[config.mk]
export PLATFORM = sky130hd
export DESIGN_NAME = haar_stage_evaluator
export DESIGN_NICKNAME = d
export VERILOG_FILES = /design/src/rtl/haar_pkg.sv /design/src/rtl/haar_record_buffer.sv /design/src/rtl/haar_stage_evaluator.sv
export SDC_FILE = /design/constraint.sdc
export NUM_CORES = 1
export LEC_CHECK = 0
export ABC_AREA = 0
export ABC_CLOCK_PERIOD_IN_PS = 17870
export CORE_MARGIN = 5
export CORE_UTILIZATION = 46
export DETAILED_ROUTE_END_ITERATION = 12
export PLACE_DENSITY = 0.7
export SYNTH_ARGS = -nofsm -noshare
export SYNTH_HDL_FRONTEND = slang
export SYNTH_SLANG_ARGS = --single-unit
[constraint.sdc]
create_clock -name clk_fpga -period 17.87 [get_ports clk_fpga]
set_input_delay 5.361 -clock clk_fpga [delete_from_list [all_inputs] [get_ports clk_fpga]]
set_output_delay 5.361 -clock clk_fpga [all_outputs]
set_load 0.005 [all_outputs]
[src/rtl/haar_pkg.sv]
// rtl/haar_pkg.sv - shared record layout, evaluator states and saturating add
package haar_pkg;

  localparam int REC_WORDS  = 18;
  localparam int RECT_WORDS = 15;
  localparam int THR_OFF    = 15;
  localparam int LEFT_OFF   = 16;
  localparam int RIGHT_OFF  = 17;

  typedef enum logic [3:0] {
    S_IDLE,
    S_REQ,
    S_LOAD,
    S_FEAT_REQ,
    S_FEAT_WAIT,
    S_ACCUM,
    S_THR_REQ,
    S_THR_LOAD,
    S_DONE
  } haar_state_t;

  // Overflow shows up as disagreement between the carry-out and the sign bit.
  function automatic logic signed [15:0] sat_add16(input logic signed [15:0] a,
                                                   input logic signed [15:0] b);
    logic [16:0] sum;
    sum = {a[15], a} + {b[15], b};
    if (sum[16] != sum[15]) return sum[16] ? 16'sh8000 : 16'sh7fff;
    return sum[15:0];
  endfunction

endpackage

[src/rtl/haar_record_buffer.sv]
// rtl/haar_record_buffer.sv - one classifier record held as 18 words
module haar_record_buffer
  import haar_pkg::*;
#(
  parameter int DATA_WIDTH = 12,
  parameter int DEPTH      = REC_WORDS
) (
  input  logic                        clk_fpga,
  input  logic                        reset_fpga,
  input  logic                        clear,
  input  logic                        wr_en,
  input  logic [DATA_WIDTH-1:0]       wr_data,
  output logic [DEPTH*DATA_WIDTH-1:0] words,
  output logic                        last,
  output logic                        full
);

  localparam int CW = $clog2(DEPTH + 1);

  logic [CW-1:0]         wr_count;
  logic [DATA_WIDTH-1:0] mem [DEPTH];

  assign full = (wr_count == CW'(DEPTH));
  assign last = wr_en && !full && (wr_count == CW'(DEPTH - 1));

  always_ff @(posedge clk_fpga) begin
    if (!reset_fpga) begin
      wr_count <= '0;
      for (int i = 0; i < DEPTH; i++) mem[i] <= '0;
    end else if (clear) begin
      wr_count <= '0;
    end else if (wr_en && !full) begin
      mem[wr_count] <= wr_data;
      wr_count      <= wr_count + CW'(1);
    end
  end

  for (genvar g = 0; g < DEPTH; g++) begin : g_words
    assign words[g*DATA_WIDTH +: DATA_WIDTH] = mem[g];
  end

endmodule

[src/rtl/haar_stage_evaluator.sv]
// rtl/haar_stage_evaluator.sv - walks one cascade stage's records and votes on a window
module haar_stage_evaluator
  import haar_pkg::*;
#(
  parameter int ADDR_WIDTH               = 12,
  parameter int DATA_WIDTH_12            = 12,
  parameter int DATA_WIDTH_16            = 16,
  parameter int NUM_CLASSIFIERS_STAGE    = 32,
  parameter int NUM_PARAM_PER_CLASSIFIER = 18,
  parameter int NUM_STAGE_THRESHOLD      = 3
) (
  input  logic                                clk_fpga,
  input  logic                                reset_fpga,
  input  logic                                i_start,
  output logic                                o_rden,
  input  logic                                i_data_valid,
  input  logic [DATA_WIDTH_12-1:0]            i_data_database,
  output logic                                o_rect_valid,
  input  logic                                i_rect_ready,
  output logic [RECT_WORDS*DATA_WIDTH_12-1:0] o_rect_params,
  input  logic                                i_feature_valid,
  input  logic signed [DATA_WIDTH_16-1:0]     i_feature_value,
  output logic                                o_busy,
  output logic                                o_stage_done,
  output logic                                o_stage_pass,
  output logic signed [DATA_WIDTH_16-1:0]     o_stage_sum
);

  localparam int DW = DATA_WIDTH_12;
  localparam int EW = DATA_WIDTH_16 - DATA_WIDTH_12;
  localparam int TW = $clog2(NUM_STAGE_THRESHOLD) + 1;

  haar_state_t                       state;
  logic [ADDR_WIDTH-1:0]             cls_idx;
  logic signed [DATA_WIDTH_16-1:0]   acc;
  logic [DW-1:0]                     thr_q;
  logic [TW-1:0]                     thr_cnt;
  logic [NUM_PARAM_PER_CLASSIFIER*DW-1:0] rec_words;
  logic                              rec_clear, rec_wr, rec_last, rec_full;
  logic [DW-1:0]                     w_thr, w_left, w_right, stage_thr_word;
  logic signed [DATA_WIDTH_16-1:0]   cls_thr, vote, stage_thr;

  assign rec_clear = (state == S_REQ);
  assign rec_wr    = (state == S_LOAD) && i_data_valid && !rec_full;

  haar_record_buffer #(
    .DATA_WIDTH (DW),
    .DEPTH      (NUM_PARAM_PER_CLASSIFIER)
  ) u_record_buffer (
    .clk_fpga   (clk_fpga),
    .reset_fpga (reset_fpga),
    .clear      (rec_clear),
    .wr_en      (rec_wr),
    .wr_data    (i_data_database),
    .words      (rec_words),
    .last       (rec_last),
    .full       (rec_full)
  );

  assign o_rect_params = rec_words[RECT_WORDS*DW-1:0];
  assign w_thr   = rec_words[THR_OFF*DW   +: DW];
  assign w_left  = rec_words[LEFT_OFF*DW  +: DW];
  assign w_right = rec_words[RIGHT_OFF*DW +: DW];
  assign cls_thr = {{EW{w_thr[DW-1]}}, w_thr};
  assign vote    = (i_feature_value < cls_thr) ? {{EW{w_left[DW-1]}}, w_left}
                                               : {{EW{w_right[DW-1]}}, w_right};

  // The threshold may still be on the bus if it is also the last trailing word.
  assign stage_thr_word = (thr_cnt == '0) ? i_data_database : thr_q;
  assign stage_thr      = {{EW{stage_thr_word[DW-1]}}, stage_thr_word};

  always_ff @(posedge clk_fpga) begin
    if (!reset_fpga) begin
      state        <= S_IDLE;
      o_rden       <= 1'b0;
      o_rect_valid <= 1'b0;
      o_busy       <= 1'b0;
      o_stage_done <= 1'b0;
      o_stage_pass <= 1'b0;
      o_stage_sum  <= '0;
      acc          <= '0;
      cls_idx      <= '0;
      thr_q        <= '0;
      thr_cnt      <= '0;
    end else begin
      o_rden       <= 1'b0;
      o_stage_done <= 1'b0;
      case (state)
        S_IDLE: if (i_start) begin
          state        <= S_REQ;
          o_rden       <= 1'b1;
          o_busy       <= 1'b1;
          acc          <= '0;
          cls_idx      <= '0;
          o_stage_pass <= 1'b0;
          o_stage_sum  <= '0;
        end
        S_REQ: state <= S_LOAD;
        S_LOAD: if (rec_last) begin
          state        <= S_FEAT_REQ;
          o_rect_valid <= 1'b1;
        end
        S_FEAT_REQ: if (i_rect_ready) begin
          state        <= S_FEAT_WAIT;
          o_rect_valid <= 1'b0;
        end
        S_FEAT_WAIT: if (i_feature_valid) begin
          acc   <= sat_add16(acc, vote);
          state <= S_ACCUM;
        end
        S_ACCUM: begin
          cls_idx <= cls_idx + ADDR_WIDTH'(1);
          o_rden  <= 1'b1;
          state   <= (cls_idx == ADDR_WIDTH'(NUM_CLASSIFIERS_STAGE - 1)) ? S_THR_REQ : S_REQ;
        end
        S_THR_REQ: begin
          thr_cnt <= '0;
          state   <= S_THR_LOAD;
        end
        S_THR_LOAD: if (i_data_valid) begin
          if (thr_cnt == '0) thr_q <= i_data_database;
          thr_cnt <= thr_cnt + TW'(1);
          if (thr_cnt == TW'(NUM_STAGE_THRESHOLD - 1)) begin
            state        <= S_DONE;
            o_stage_done <= 1'b1;
            o_stage_pass <= (acc >= stage_thr);
            o_stage_sum  <= acc;
          end
        end
        S_DONE: begin
          o_busy <= 1'b0;
          state  <= S_IDLE;
        end
        default: state <= S_IDLE;
      endcase
    end
  end

endmodule
# == Yosys cells after proc, flatten, opt, wreduce, memory -nomap -nowiden ==
# Memory sizes are Yosys's and may differ from the RTL's.
# Index checks and enable logic that the tools add are counted.
# word_totals
register_bits,73
ram_bits,216
in_bits,34
out_inout_bits,201
word_cells,110
n_memories,1
# classes
add_sub_neg,4
magnitude_cmp,2
n_eq_ne,19
muxes,47
bitwise,1
n_reduce_logical,24
# memory_table
memory,depth,word_bits,read_ports,rd_clocked_by_memory_dff,write_ports,line,source
u_record_buffer.mem,18,12,18,0,18,haar_record_buffer.sv:21,logic [DATA_WIDTH-1:0] mem [DEPTH];
# ops
cell,n
16-bit two-way mux,8
16-bit one-hot mux with 2 select lines,2
12-bit two-way mux,3
4-bit one-hot mux with 8 select lines,1
4-bit two-way mux,6
12-bit one-hot mux with 2 select lines,1
1-bit two-way mux,18
16-bit by 16-bit adder with 17-bit output,1
"4-bit by 3-bit equality test with 1-bit output, second input constant",4
16-bit by 12-bit greater-or-equal comparator with 1-bit output,1
16-bit by 12-bit < comparator with 1-bit output,1
"12-bit by 1-bit adder with 12-bit output, second input constant",1
"12-bit by 5-bit equality test with 1-bit output, second input constant",1
"2-bit inequality test, second input constant",6
2-bit nonzero test,6
12-bit OR reduction,1
"5-bit equality test, second input constant",2
3-bit AND reduction,3
"4-bit by 2-bit equality test with 1-bit output, second input constant",2
1-bit one-hot mux with 2 select lines,4
2-bit AND reduction,4
3-bit two-way mux,2
3-bit one-hot mux with 2 select lines,1
6-bit AND reduction,1
14 further kinds,17

# == Longest topological paths before layout ==
# logic_depth
word_depth,11
depth_mapped,22
mapped_depth_nobuf,20

# == Modules after synthesis ==
# A second synthesis with hierarchy kept.
# hier_totals
hier_cells,1250
hier_area_um2,13614.3
# by_module_without_submodules
module,n_inst,cells_each,area_per_inst_um2,seq_area_each_um2
haar_record_buffer,1,583,8406.8,6586.3
haar_stage_evaluator,1,667,5207.5,1361.3

# == Least setup slack after synthesis ==
# No wires, ideal clock.
# synth_path
path_type,input to register
startpoint,input i_feature_value[1]
endpoint,register acc[10]
setup_time_ps,115
t_arrival_ps,9264
required_time_ps,17755
slack_ps,8492
stages,20
path_buffers,3
path_cell_list,ha_1 a21o_1 a21o_1 a21o_1 a211oi_1 o21a_1 clkbuf_1 clkbuf_1 a211o_1 nand3_1 ha_1 a21oi_1 o21ai_1 a41o_1 a31oi_1 o21ai_1 a211oi_2 buf_2 nor3_1 o21a_1
# synth_between
elab_chain_cells,11
elab_cells_between_ends,13
cone_classes,add/sub: 1; order compare: 1; eq/ne: 1; mux: 10
# synth_rtl
item,line,source
start: declaration,haar_stage_evaluator.sv:22,"input logic signed [DATA_WIDTH_16-1:0] i_feature_value,"
16-bit by 12-bit < comparator with 1-bit output *,haar_stage_evaluator.sv:65,"assign vote = (i_feature_value < cls_thr) ? {{EW{w_left[DW-1]}}, w_left}"
16-bit two-way mux *,haar_stage_evaluator.sv:65,
16-bit by 16-bit adder with 17-bit output *,haar_pkg.sv:26,"sum = {a[15], a} + {b[15], b};"
1-bit inequality test,haar_pkg.sv:27,if (sum[16] != sum[15]) return sum[16] ? 16'sh8000 : 16'sh7fff;
1-bit two-way mux,haar_pkg.sv:27,
1-bit two-way mux,haar_stage_evaluator.sv:107,S_FEAT_WAIT: if (i_feature_valid) begin
1-bit two-way mux,haar_stage_evaluator.sv:88,case (state)
1-bit two-way mux,haar_stage_evaluator.sv:73,if (!reset_fpga) begin
16-bit two-way mux *,haar_pkg.sv:28,return sum[15:0];
16-bit two-way mux *,haar_stage_evaluator.sv:107,
16-bit one-hot mux with 2 select lines *,haar_stage_evaluator.sv:88,
end signal: assignment,haar_stage_evaluator.sv:108,"acc <= sat_add16(acc, vote);"
end: declaration,haar_stage_evaluator.sv:35,logic signed [DATA_WIDTH_16-1:0] acc;
# Mark *: on every way between the ends. The rest lies on a longest branch, timed or not. The select of a mux whose other input is x is not followed.
# A chain may end at the register's enable or synchronous reset.

# == Worst setup path after layout ==
# layout_path
startpoint,input i_feature_value[15]
endpoint,register acc[0]
# Same word-level chain as after synthesis.

==> summary by stage <==
Critical path
Data on the critical path is required at its endpoint by 18.33 ns. The element type at the critical path start is an input port. STA classifies the critical path endpoint as a flip-flop.

STA puts the critical path data arrival time at 10.19 ns. The type of the setup path with the least slack is input port to flip-flop. In this run the worst path has a maximum fanout of 36.

CTS
Clock-pin slew was measured on the worst setup and hold paths at 0.06 ns. The clock tree from TritonCTS is built. Counting along the longest clock path gives a buffer depth of 3. For this design, the sink count on the clock tree is 289. The number of buffers inserted for hold repair after clock tree synthesis is 0. The post-CTS setup repair buffer count is 0. The number of cells upsized or downsized after cts is 0. The clock buffer count from CTS is 31. The clock reaches the later pin of the worst-skew pair after 0.58 ns. The clock root buffer master is sky130_fd_sc_hd__clkbuf_16. CTS built an H-tree with a depth of 1.

STA
For this run, the top clock speed supported by timing is 103 MHz. The final hold slack is 0.454 ns. Setup violations remaining at the end of the flow were counted as 0. The routed design could run at a clock period as short as 9.73 ns. The worst path uses 54.4% of the clock period. The final setup skew is 0.0180 ns. The total count of max-transition violations in the final report is 0. Setup repair after global routing left no endpoint under its margin. The worst slew slack as a fraction of its limit is 32.1%. The count of final hold-check violations is 0. Summed over all failing endpoints, the final setup total negative slack is 0 ns. The worst-margin pin slew is 1.02 ns.

Synthesis
The proportion of synthesized chip area in sequential cells is 55.1%. The post-synth net total is 1468. Counting flops with an async set or reset pin after synthesis yields a share of 0%. For this run, the leading register cell type out of synthesis is sky130_fd_sc_hd__edfxtp_1.

Summed over its instances, the top area cell type makes up 44.9% of the synthesized netlist area. The Yosys step of the flow raised 0 warnings. The number of enable-type register cells in the synthesized netlist is 216. The synthesis-stage register bit count is 289. The biggest area contributor in the post-synthesis netlist is sky130_fd_sc_hd__edfxtp_1. The count of distinct cell types in the synthesized netlist is 55.

By area the synthesized netlist is led by sky130_fd_sc_hd__edfxtp_1 45%, sky130_fd_sc_hd__dfxtp_1 10%, sky130_fd_sc_hd__buf_4 9.5%, sky130_fd_sc_hd__nor2_1 5.9%, sky130_fd_sc_hd__ha_1 4.8%. A synthesized cell averages 10.5 um^2. The synthesized area is 0.0144 mm^2. In the synthesized netlist, the number of instances is 1378.

Global routing
Entering global routing, the biggest net connects 49 pins. The via count of the first global-routing pass is 9420. The final global-route overflow total is 0. The initial antenna violation count came to 0.

Global routing used 19.5% of the available tracks across all layers. The global-route wire length before repair is 54700 um.

Detailed routing
In the routed layout, each cell is associated on average with a via count of 5.37. After detailed routing, the average wire length per cell comes to 19.7 um. The detailed router placed 9782 vias in this run. The count of routing violations after the opening detailed-route iteration is 950. The first detailed-routing pass ran for 5 iterations. The routed wire length is 35900 um.

The count of nets left with antenna violations once routing finished came out at 0. For this run, design rule violations remaining after detail routing come to 0.

Cells and area
The number of antenna diodes in the final layout is 0. The synthesis-to-finish area growth is 16.2%. Leaving out fill and tap cells, the most frequent cell in the layout is sky130_fd_sc_hd__clkdlybuf4s50_1. After filler insertion, the fill cell instance count of the layout stands at 2649. The layout net count is 1491.

The fraction of layout cells with a size suffix above 1 is 5.68%. Leaving out fill and tap cells, the most frequent cells in the layout are 234 x sky130_fd_sc_hd__clkdlybuf4s50_1, 227 x sky130_fd_sc_hd__nor2_1, 216 x sky130_fd_sc_hd__edfxtp_1, 98 x sky130_fd_sc_hd__nand2_1, 73 x sky130_fd_sc_hd__dfxtp_1.

Pwr
The internal power contribution is 1.25 mW. Summed over all nets, the switching power comes to 0.475 mW. The power per unit of standard cell area is 103 mW/mm^2. The relative contribution of the clock network to total power is 38.7%.

The proportion of total power due to net switching is 27.5%. The worst-case IR drop observed on VDD is 0.0000954 V. The leakage dissipation is 6.26 nW. Per report_power, the combinational group accounts for 16.1% of the total. The share of total power in sequential cells is 45.2%.

Place
Routability-driven placement finished with a final weighted congestion of 0.873. The count of buffers inserted at the top-level ports is 234. The wire-length estimate of the detail-placed layout is 24600 um.

Status
The flow ran to the end, and the final reports show no timing, DRC or antenna violations.

Hold path
The type of the most critical hold path is flip-flop to flip-flop.

Floorplan
The floorplan step defined a core boundary enclosing 0.0307 mm^2. Once the floorplan was initialized, standard cells occupied 46.9% of the core. The die covers 0.0350 mm^2. The I/O pin count is 235.

The floorplan has 64 rows. The floorplan step set the die height to 187 um. The die is 187 um wide.

Job
Max-cap violations in this run came to 0.
[state kept, by name, summed over array words and instances, names as in the netlist]
register,cells
acc,16
cls_idx,12
o_busy,1
o_rden,1
o_rect_valid,1
o_stage_done,1
o_stage_pass,1
o_stage_sum,16
state,4
thr_cnt,3
thr_q,12
u_record_buffer.mem,216
u_record_buffer.wr_count,5
[per-stage QoR]
stage | instance area [um^2] | setup WS (ns) | instances | utilization [%] | power [mW]
2_1_floorplan | 14400 | 8.49 | 1378 | - | 0.983
3_3_place_gp | 15700 | 7.70 | 1764 | 51.1 | 1.06
3_5_place_dp | 15700 | 7.63 | 1764 | 51.1 | 1.07
4_1_cts | 16800 | 8.20 | 1821 | 54.6 | 1.73
5_1_grt | 16800 | 7.78 | 1821 | 54.6 | 1.80
6_report | 16800 | 8.14 | 1821 | 54.6 | 1.73
[cell usage after synthesis (16+ instances only)]
cell                       number
sky130_fd_sc_hd__nor2_1       227
sky130_fd_sc_hd__edfxtp_1     216
sky130_fd_sc_hd__buf_4        182
sky130_fd_sc_hd__nand2_1       98
sky130_fd_sc_hd__dfxtp_1       73
sky130_fd_sc_hd__a21oi_1       65
sky130_fd_sc_hd__clkbuf_1      65
sky130_fd_sc_hd__ha_1          55
sky130_fd_sc_hd__nand3_1       53
sky130_fd_sc_hd__and3_1        35
sky130_fd_sc_hd__inv_1         35
sky130_fd_sc_hd__nor3_1        24
sky130_fd_sc_hd__o211ai_1      24
sky130_fd_sc_hd__nand2b_1      23
sky130_fd_sc_hd__o21a_1        17
sky130_fd_sc_hd__a211oi_1      16
sky130_fd_sc_hd__and2_1        16
sky130_fd_sc_hd__o21ai_0       16
[power groups by stage]
stage	combinational [mW]	sequential, mW	clock, mW
after floorplan	0.203	0.780	0
after global placement	0.271	0.794	0
after detailed placement	0.275	0.794	0
after CTS	0.277	0.780	0.677
after global routing	0.307	0.784	0.706
final	0.278	0.780	0.668
[metal layers]
layer,vias to the layer above,global-route usage [%],share of wire [%]
met4,0,4.98,2.6
met3,62,3.51,6.7
li1,4657,-,-
met2,377,33.6,49
met5,-,0,0
met1,4686,25.7,42
[worst max-delay path: stages]
cell	delay (ns)
sky130_fd_sc_hd__clkdlybuf4s50_1	0.45
sky130_fd_sc_hd__ha_1	0.76
sky130_fd_sc_hd__nand2_1	0.11
sky130_fd_sc_hd__nor3_1	0.25
sky130_fd_sc_hd__o21ai_2	0.07
sky130_fd_sc_hd__buf_4	0.24
sky130_fd_sc_hd__o211ai_1	0.22
sky130_fd_sc_hd__nand3_1	0.14
sky130_fd_sc_hd__ha_1	0.34
sky130_fd_sc_hd__a21oi_1	0.21
sky130_fd_sc_hd__o21ai_1	0.16
sky130_fd_sc_hd__a41o_1	0.31
sky130_fd_sc_hd__a31oi_1	0.30
sky130_fd_sc_hd__o21ai_1	0.19
sky130_fd_sc_hd__a211oi_2	0.74
sky130_fd_sc_hd__nor3b_1	0.13
sky130_fd_sc_hd__o21a_1	0.21
[final cells by class]
type                            instances  area, um^2  area share, %
Clock inverter                         22         272           1.62
Clock buffer                           35         791           4.71
Tap cell                              396         495           2.95
Multi-Input combinational cell        798        4710           28.1
Sequential cell                       289        7950           47.4
Timing Repair Buffer                  245        2420           14.5
Inverter                               36         135          0.805
[path summary, 6_finish.rpt]
kind                                         to  cells past startpoint  slack, ns                        start
worst max register to register           acc[0]                     17      12.93  u_record_buffer.mem[15][11]
worst min-delay path            o_stage_sum[13]                      2       0.45              o_stage_sum[13]
worst min register to register  o_stage_sum[13]                      2       0.45              o_stage_sum[13]
worst max-delay path                     acc[0]                     17       8.14          i_feature_value[15]
[logic make-up after synthesis]
group / share of synthesized area [%]
fa+ha+maj: 4.91
xor+xnor: 1.21
simple gates: 16.5
compound gates: 8.96
flops: 55.1
buf+inv: 12.4
mux: 0.979
(Power assumes the default switching activity.)
